$ cat src/rtl/pc_sequencer.sv
// Program counter and run control: req/done handshake, flag-conditional and
// relative jumps, a bounded call/return stack, halt detection and a RUN-cycle counter.
module pc_sequencer #(
   parameter int D         = 12,
   parameter int OW        = 8,
   parameter int SD        = 4,
   parameter int HALT_ADDR = 128,
   parameter int CW        = 16
) (
   input  logic          clk,
   input  logic          reset,
   input  logic          req,
   input  logic          flag_wr,
   input  logic          zero_in,
   input  logic          carry_in,
   input  logic          neg_in,
   input  logic          br_en,
   input  logic [1:0]    br_cond,
   input  logic          abs_en,
   input  logic          rel_en,
   input  logic          call_en,
   input  logic          ret_en,
   input  logic [D-1:0]  target,
   input  logic [OW-1:0] offset,
   output logic [D-1:0]  prog_ctr,
   output logic          running,
   output logic          done,
   output logic          stk_err,
   output logic [CW-1:0] cycles
);

   localparam int SW = $clog2(SD + 1);
   localparam int AW = (SD > 1) ? $clog2(SD) : 1;

   typedef enum logic [1:0] {IDLE, RUN, DONE} state_t;

   // One resolved action per RUN cycle, already in priority order.
   typedef enum logic [2:0] {
      ACT_INC, ACT_HALT, ACT_ERR, ACT_RET, ACT_CALL, ACT_ABS, ACT_REL
   } action_t;

   state_t        state, state_nxt;
   action_t       act;
   logic [SW-1:0] sp;
   logic [D-1:0]  stack [SD];
   logic [AW-1:0] wr_idx, rd_idx;
   logic          flag_z, flag_c, flag_n;
   logic          cond, ok, at_halt;
   logic [D-1:0]  off_ext;

   assign at_halt = (32'(prog_ctr) == 32'(HALT_ADDR));
   assign off_ext = D'($signed(offset));
   assign wr_idx  = AW'(sp);
   assign rd_idx  = AW'(sp - SW'(1));

   always_comb begin
      case (br_cond)
         2'b00:   cond = flag_z;
         2'b01:   cond = !flag_z;
         2'b10:   cond = flag_c;
         default: cond = flag_n;
      endcase
      ok = !br_en || cond;
   end

   always_comb begin
      act = ACT_INC;
      if (at_halt)                  act = ACT_HALT;
      else if (call_en && ret_en)   act = ACT_ERR;
      else if (ret_en)              act = (sp == '0)     ? ACT_ERR : ACT_RET;
      else if (call_en)             act = (sp == SW'(SD)) ? ACT_ERR : ACT_CALL;
      else if (ok && abs_en)        act = ACT_ABS;
      else if (ok && rel_en)        act = ACT_REL;
   end

   // NOTE: sequential state uses non-blocking assignments so every register samples pre-edge values.
   always_ff @(posedge clk) begin
      if (reset) state <= IDLE;
      else       state <= state_nxt;
   end

   always_comb begin
      state_nxt = state;
      case (state)
         IDLE:    if (req) state_nxt = RUN;
         RUN:     if (act == ACT_HALT || act == ACT_ERR) state_nxt = DONE;
         DONE:    if (req) state_nxt = RUN;
         default: state_nxt = IDLE;
      endcase
   end

   always_comb begin
      running = (state == RUN);
      done    = (state == DONE);
   end

   // Flags are captured in every state; branches only ever see the registered copy.
   always_ff @(posedge clk) begin
      if (reset) begin
         flag_z <= 1'b0;
         flag_c <= 1'b0;
         flag_n <= 1'b0;
      end else if (flag_wr) begin
         flag_z <= zero_in;
         flag_c <= carry_in;
         flag_n <= neg_in;
      end
   end

   always_ff @(posedge clk) begin
      if (reset) begin
         prog_ctr <= '0;
         sp       <= '0;
         stk_err  <= 1'b0;
         cycles   <= '0;
      end else begin
         case (state)
            IDLE, DONE: begin
               if (req) begin
                  prog_ctr <= '0;
                  sp       <= '0;
                  stk_err  <= 1'b0;
                  cycles   <= '0;
               end
            end
            RUN: begin
               if (cycles != '1) cycles <= cycles + CW'(1);
               case (act)
                  ACT_ERR:  stk_err <= 1'b1;
                  ACT_RET: begin
                     prog_ctr <= stack[rd_idx];
                     sp       <= sp - SW'(1);
                  end
                  ACT_CALL: begin
                     prog_ctr <= target;
                     sp       <= sp + SW'(1);
                  end
                  ACT_ABS:  prog_ctr <= target;
                  ACT_REL:  prog_ctr <= prog_ctr + off_ext;
                  ACT_INC:  prog_ctr <= prog_ctr + D'(1);
                  default:  ;
               endcase
            end
            default: ;
         endcase
      end
   end

   // NOTE: the return stack is plain storage with no reset; sp alone defines which entries are valid.
   always_ff @(posedge clk) begin
      if (state == RUN && act == ACT_CALL) stack[wr_idx] <= prog_ctr + D'(1);
   end

endmodule

$ cat config.mk
export PLATFORM = sky130hd
export DESIGN_NAME = pc_sequencer
export DESIGN_NICKNAME = d
export VERILOG_FILES = /design/src/rtl/pc_sequencer.sv
export SDC_FILE = /design/constraint.sdc
export NUM_CORES = 1
export LEC_CHECK = 0
export BUFFER_PORTS_ARGS = -buffer_cell sky130_fd_sc_hd__buf_4
export CAP_MARGIN = 5
export CORE_MARGIN = 1
export CORE_UTILIZATION = 60
export DETAILED_ROUTE_END_ITERATION = 8
export HOLD_SLACK_MARGIN = 0.06
export MAX_ROUTING_LAYER = met4
export PLACE_DENSITY = 0.81
export SYNTH_ARGS = -nofsm -noshare
export SYNTH_HDL_FRONTEND = slang
export SYNTH_SLANG_ARGS = --single-unit
$ cat constraint.sdc
create_clock -name clk -period 7.8 [get_ports clk]
set_input_delay 0.39 -clock clk [delete_from_list [all_inputs] [get_ports clk]]
set_output_delay 0.39 -clock clk [all_outputs]
set_load 0.1 [all_outputs]
After elaboration in Yosys (flattened, before gate mapping). Memory sizes are Yosys's and may differ from the RTL's. Index checks and enable logic that the tools add are counted. Widths: inputs -> output; s select.

Logic and storage cells: 79. Flip-flop bits (word level): 37. Memory bits (read-only): 0. Bits in latches: 0. Memory bits (writable): 48. Bits of input ports: 34. Memories kept: 1. Output and inout port bits: 31.

Magnitude comparators: 0. Multiply operators: 0. Mux-type cells: 26. Reductions and logical operators: 20. Shift operators: 0. Add/sub/neg operators: 5. Bitwise logic cells: 0. Equality and inequality tests: 19. Div/mod/pow operators: 0.

Memory list: stack (depth 4, bits a word 12, read ports 1, clocked after memory_dff 0, wr ports 1, line 45) `logic [D-1:0] stack [SD];`.

Operators with widths (count): $pmux 12 s4 (1); $mux 16 (2); $pmux 16 s2 (1); $mux 3 (8); $pmux 12 s2 (1); $add 16x1->16 const B (1); $ne 16x16->1 const B (1); $add 12x1->12 const B (1); $add 12x12->12 (1); $eq 12x8->1 const B (1); $eq 3x3->1 const B (4); $mux 12 (1); $pmux 3 s2 (2); $reduce_and 3->1 (4); $ne 2x1->1 const B (4); $eq 3x2->1 const B (2); $logic_not 3->1 (2); $mux 1 (5); $ne 5x2->1 const B (1); $eq 2x1->1 const B (2); $eq 2x2->1 const B (2); $logic_and 1x1->1 (4); $logic_not 2->1 (2); $mux 2 (2); other kinds (12) (15).

Depth between registers and ports, before layout.
Depth in word-level cells: 14. Gate-level depth with buffers: 12. Gate-level depth less buffers: 10.

Worst setup path before layout. Ideal clock, no wire load.

Kind: reg2reg. Start point: reg prog_ctr[0]. End point: mem stack[0][0] (enable). Stages on the path, launching flop included: 10. Path slack: 4.729 ns. Arrival time: 2.716 ns. Data required time: 7.445 ns. Setup time: 0.355 ns. Path buffers: 1. Period minus slack after synthesis: 3.071 ns. Cell sequence: dfxtp_1 -> inv_1 -> ha_1 -> and4bb_1 -> and3_1 -> buf_6 -> nor2_4 -> nand3b_1 -> nor2_1 -> and2_1.

Word-level cells in the longest chain between the ends: 6.

Ends and longest elaborated chain: start, declared (line 25) `output logic [D-1:0] prog_ctr,`; start signal, assigned (line 131) `prog_ctr <= stack[rd_idx];`; start signal, assigned (line 135) `prog_ctr <= target;`; start signal, assigned (line 138) `ACT_ABS: prog_ctr <= target;`; $eq 12x8->1 (line 51) `assign at_halt = (32'(prog_ctr) == 32'(HALT_ADDR));`; $mux 3 (line 68) `if (at_halt) act = ACT_HALT;`; $eq 3x3->1 (line 151) `if (state == RUN && act == ACT_CALL) stack[wr_idx] <= prog_ctr + D'(1);`; $logic_and 1x1->1 (line 151); $mux 1 (line 151); $mux 1 (implied by the code) (line 151); end, declared (line 45).

No other way between the ends.

Final worst setup path.
Start point: reg sp[0]. End point: reg prog_ctr[11].

Word-level cells in the longest chain between the ends: 10. Elaborated cells on any way between the ends: 20. Those cells by class: add/sub (1); eq/ne (6); mux (8); reduce/logical (4); memory (1).

Ends and longest elaborated chain: start, declared (line 44) `logic [SW-1:0] sp;`; start signal, assigned (line 132) `sp <= sp - SW'(1);`; start signal, assigned (line 136) `sp <= sp + SW'(1);`; $eq 3x3->1 (line 71) `else if (call_en) act = (sp == SW'(SD)) ? ACT_ERR : ACT_CALL;`; $mux 3 (2 in a row) (line 71); $mux 3 (line 70) `else if (ret_en) act = (sp == '0) ? ACT_ERR : ACT_RET;`; $mux 3 (line 69) `else if (call_en && ret_en) act = ACT_ERR;`; $mux 3 (line 68); $eq 3x3->1 (line 128) `case (act)`; $reduce_or 2->1 (no line); $pmux 12 s4 or $ne 5x2->1 (tied branches); $pmux 12 s2 or $reduce_and 3->1 (tied branches).

Several ways; a longest one is shown, not always the timed one. A chain may end at the register's enable or synchronous reset.

==> results.yml <==
run_status:
  status: "completed"
synthesis:
  yosysWarnings: 0
  post-synth-top-area-cell: "edfxtp_1"
  synth_sequential_area_ratio_pct: 49.1
  synth-seq-cells: 85
  number_of_distinct_standard_cells_referenced_by_the_synthesized_netlist: 55
  synth_compound_gate_area_share_pct: 13.6
  synth_top_cells_by_area: "edfxtp_1, dfxtp_1, mux4_2"
  synth_mux_area_share_pct: 7.92
  dominant_combinational_cell_family_by_area_after_synthesis: "simple AND/OR/NAND/NOR gates"
  synth_top_area_share_pct: 32.5
  synthesis.area_sq_mm: 0.00444
  synthArstFlopShare_pct: 0
  synth.net_count: 453
  synth_xor_xnor_area_share_pct: 5.92
  synth_simple_gate_area_share_pct: 15.1
  post_synth_fa_ha_maj_area_fraction_pct: 6.09
  count_of_flip_flops_with_a_built_in_enable_after_synthesis: 48
  postSynth.topFlopCell: "edfxtp_1"
  post_synth_inst_count: 398
  syn_avg_cell_area_sq_um: 11.2
routing:
  drtIter0Drc: 270
  dr.pass1.iters: 5
  drt_wl_total_um: 9800
  antenna_violating_nets_post_route: 0
  post_drt_wl_per_cell_um: 17.4
  post_drt_via_cell_ratio: 6.03
  num_vias: 3390
  drt_drc_violations_left: 0
worst_setup_path:
  cp_data_arrival_time_ps: 3380
  critical_path.startpoint_type: "register"
  worst-r2r-cell-count: 6
  crit_type: "reg -> reg"
  timing.critical_path.to_type: "register"
  critical_path_peak_fanout: 16
  timing.reg2reg.setup_slack_ps: 4680
  critPathSlowestCell: "dfxtp_1"
  critical_path.reg2reg.endpoint: "prog_ctr[11]$_SDFFE_PP0P_"
  cp_cell_sequence: "inv_1 > ha_1 > mux4_2 > o21a_1 > a31o_2 > a211o_1"
  crit_path_max_incr_delay_ps: 960
  worst_ep_required_time_ps: 8050
  startpoint: "sp[0]$_SDFFE_PP0P_"
  crit-reg2reg-launch: "sp[0]$_SDFFE_PP0P_"
floorplanning:
  area_enclosed_by_the_die_boundary_sq_mm: 0.00775
  width_of_the_die_um: 88.0
  starting_density_of_the_core_pct: 63.6
  row_count: 30
  die_height_um: 88.0
  top_level_ports: 65
  floorplan.core_area_sq_mm: 0.00698
clock_tree:
  clock_tree_buffer_depth: 2
  cts_setup_buffers: 0
  cts.repair.resized: 0
  tritoncts.num_buffers: 9
  worst_skew_pair.late_latency_ps: 360
  root_buffer: "clkbuf_8"
  clock-sinks: 85
  ctsHtreeMaxLevel: 3
  cts_tree: "built"
  ctsHoldBuffers: 0
  clk_transition_reported_paths_ps: 90
sta:
  slew_viol_final: 0
  final_min_period_over_clock_period_pct: 40.1
  timing.fmax_mhz: 320
  setup_viol: 0
  hold_violations: 0
  finalClockSkew_ps: 7.35
  setup_tns_ps: 0
  final_period_minus_worst_setup_slack_ps: 3120
  rsz_0062_raised_after_global_routing: "no"
  slew_headroom_pct: 15.0
  tightestPinTransition_ps: 1270
job:
  drv.max_cap_violation_count: 0
place:
  detailedPlacementHpwl_um: 7080
  port_buffers: 64
  gp_routability_congestion: 0.863
pwr:
  power_density_relative_to_cell_area_mw_per_mm2: 184
  vdd_drop_max_mv: 0.128
  leakage_uw: 0.00201
  p_total_uw: 954
finish:
  post_route_cells_drive_above_1_share_pct: 22.3
  fin_nets: 516
  top_library_cells_by_usage_in_the_layout_fill_and_taps_aside: "buf_4, edfxtp_1, nor2_1"
  final_common_cell: "buf_4"
  antenna_diode_count: 0
  nFillCells: 502
  relative_area_change_from_synthesis_to_final_layout_pct: 16.9
grt:
  globalRoute.totalOverflow: 0
  via_count_of_the_first_global_routing_pass: 3199
  grt_antenna_before_repair: 0
  grt_pass1_wl_um: 15400
  grt_max_degree: 17
  globalRouteTotalUtil_pct: 27.6
min_path:
  min_from: "neg_in"
  timing.hold.worst_endpoint: "flag_n$_SDFFE_PP0P_"
  hold-path-cell-count: 3
  min_path_type: "in -> reg"
-- layout make-up --
type                       instances  area, sq um  area share (%)
sequential                        85         2180            42.0
inverter                          10         37.5           0.723
clock inverter                     7         78.8            1.52
clock buffer                       9          124            2.39
timing repair buffer              65          488            9.40
tap                               96          120            2.31
multi-input combinational        290         2160            41.6
-- through the flow --
step	setup slack, ps	cells	util, %	cell area [sq um]	hold WS, ps
floorplan	4730	398	-	4440	460
global placement	4860	546	71.4	4990	476
detailed placement	4690	546	71.4	4990	486
CTS	4650	562	74.3	5190	259
global route	4390	562	74.3	5190	280
finish	4680	562	74.3	5190	266
-- worst max-delay path, delay by kind of cell, from the launching register on --
kind	cells	cell delay, ps
fa+ha+maj	1	730
mux	1	400
buf+inv	1	200
compound gates	3	730
flops	1	960
-- routing by layer --
layer  global-route usage, %  routed length, um  up-vias
met1                    37.1               4570     1611
met2                    43.0               4570      138
met4                    9.38                158        0
met3                    4.05                504       18
li1                        -                  -     1623
met5                       -                  0        -
-- cells in the mapped netlist (4+ instances only) --
master / n
a21o_1: 4
nor2_1: 41
nand2b_1: 5
a22oi_1: 7
mux4_2: 12
xnor2_1: 15
buf_2: 4
dfxtp_1: 37
o21ai_0: 21
a21oi_1: 19
xor2_1: 15
nand3_1: 25
edfxtp_1: 48
or3_1: 5
mux2i_1: 7
nand2_1: 24
and2_1: 6
nor3_1: 8
inv_1: 10
clkbuf_1: 8
ha_1: 20
a22o_1: 6
-- worst max-delay path by stage --
stage,to
6_report,prog_ctr[11]$_SDFFE_PP0P_
5_1_grt,prog_ctr[10]$_SDFFE_PP0P_
4_1_cts,prog_ctr[11]$_SDFFE_PP0P_
3_5_place_dp,prog_ctr[10]$_SDFFE_PP0P_
3_3_place_gp,prog_ctr[11]$_SDFFE_PP0P_
2_1_floorplan,stack[0][0]$_DFFE_PP_
-- sequential cells by signal, indices dropped and copies added, names as in the netlist --
signal	count
cycles	16
flag_c	1
flag_n	1
flag_z	1
prog_ctr	12
sp	3
stack	48
state	2
stk_err	1
-- kinds of logic after synthesis --
group | count (synthesis)
multiplexers | 20
XOR/XNOR | 30
flip-flops | 85
AND/OR/NAND/NOR | 135
adder cells (fa/ha/maj) | 21
AO/OA/AOI/OAI | 84
buffers and inverters | 23
-- power breakdown --
group | switching (uW) | internal, uW
combinational | 92.2 | 52.6
sequential | 10.3 | 479
clock | 168 | 152
No activity file was read; power rests on OpenSTA's default activity.
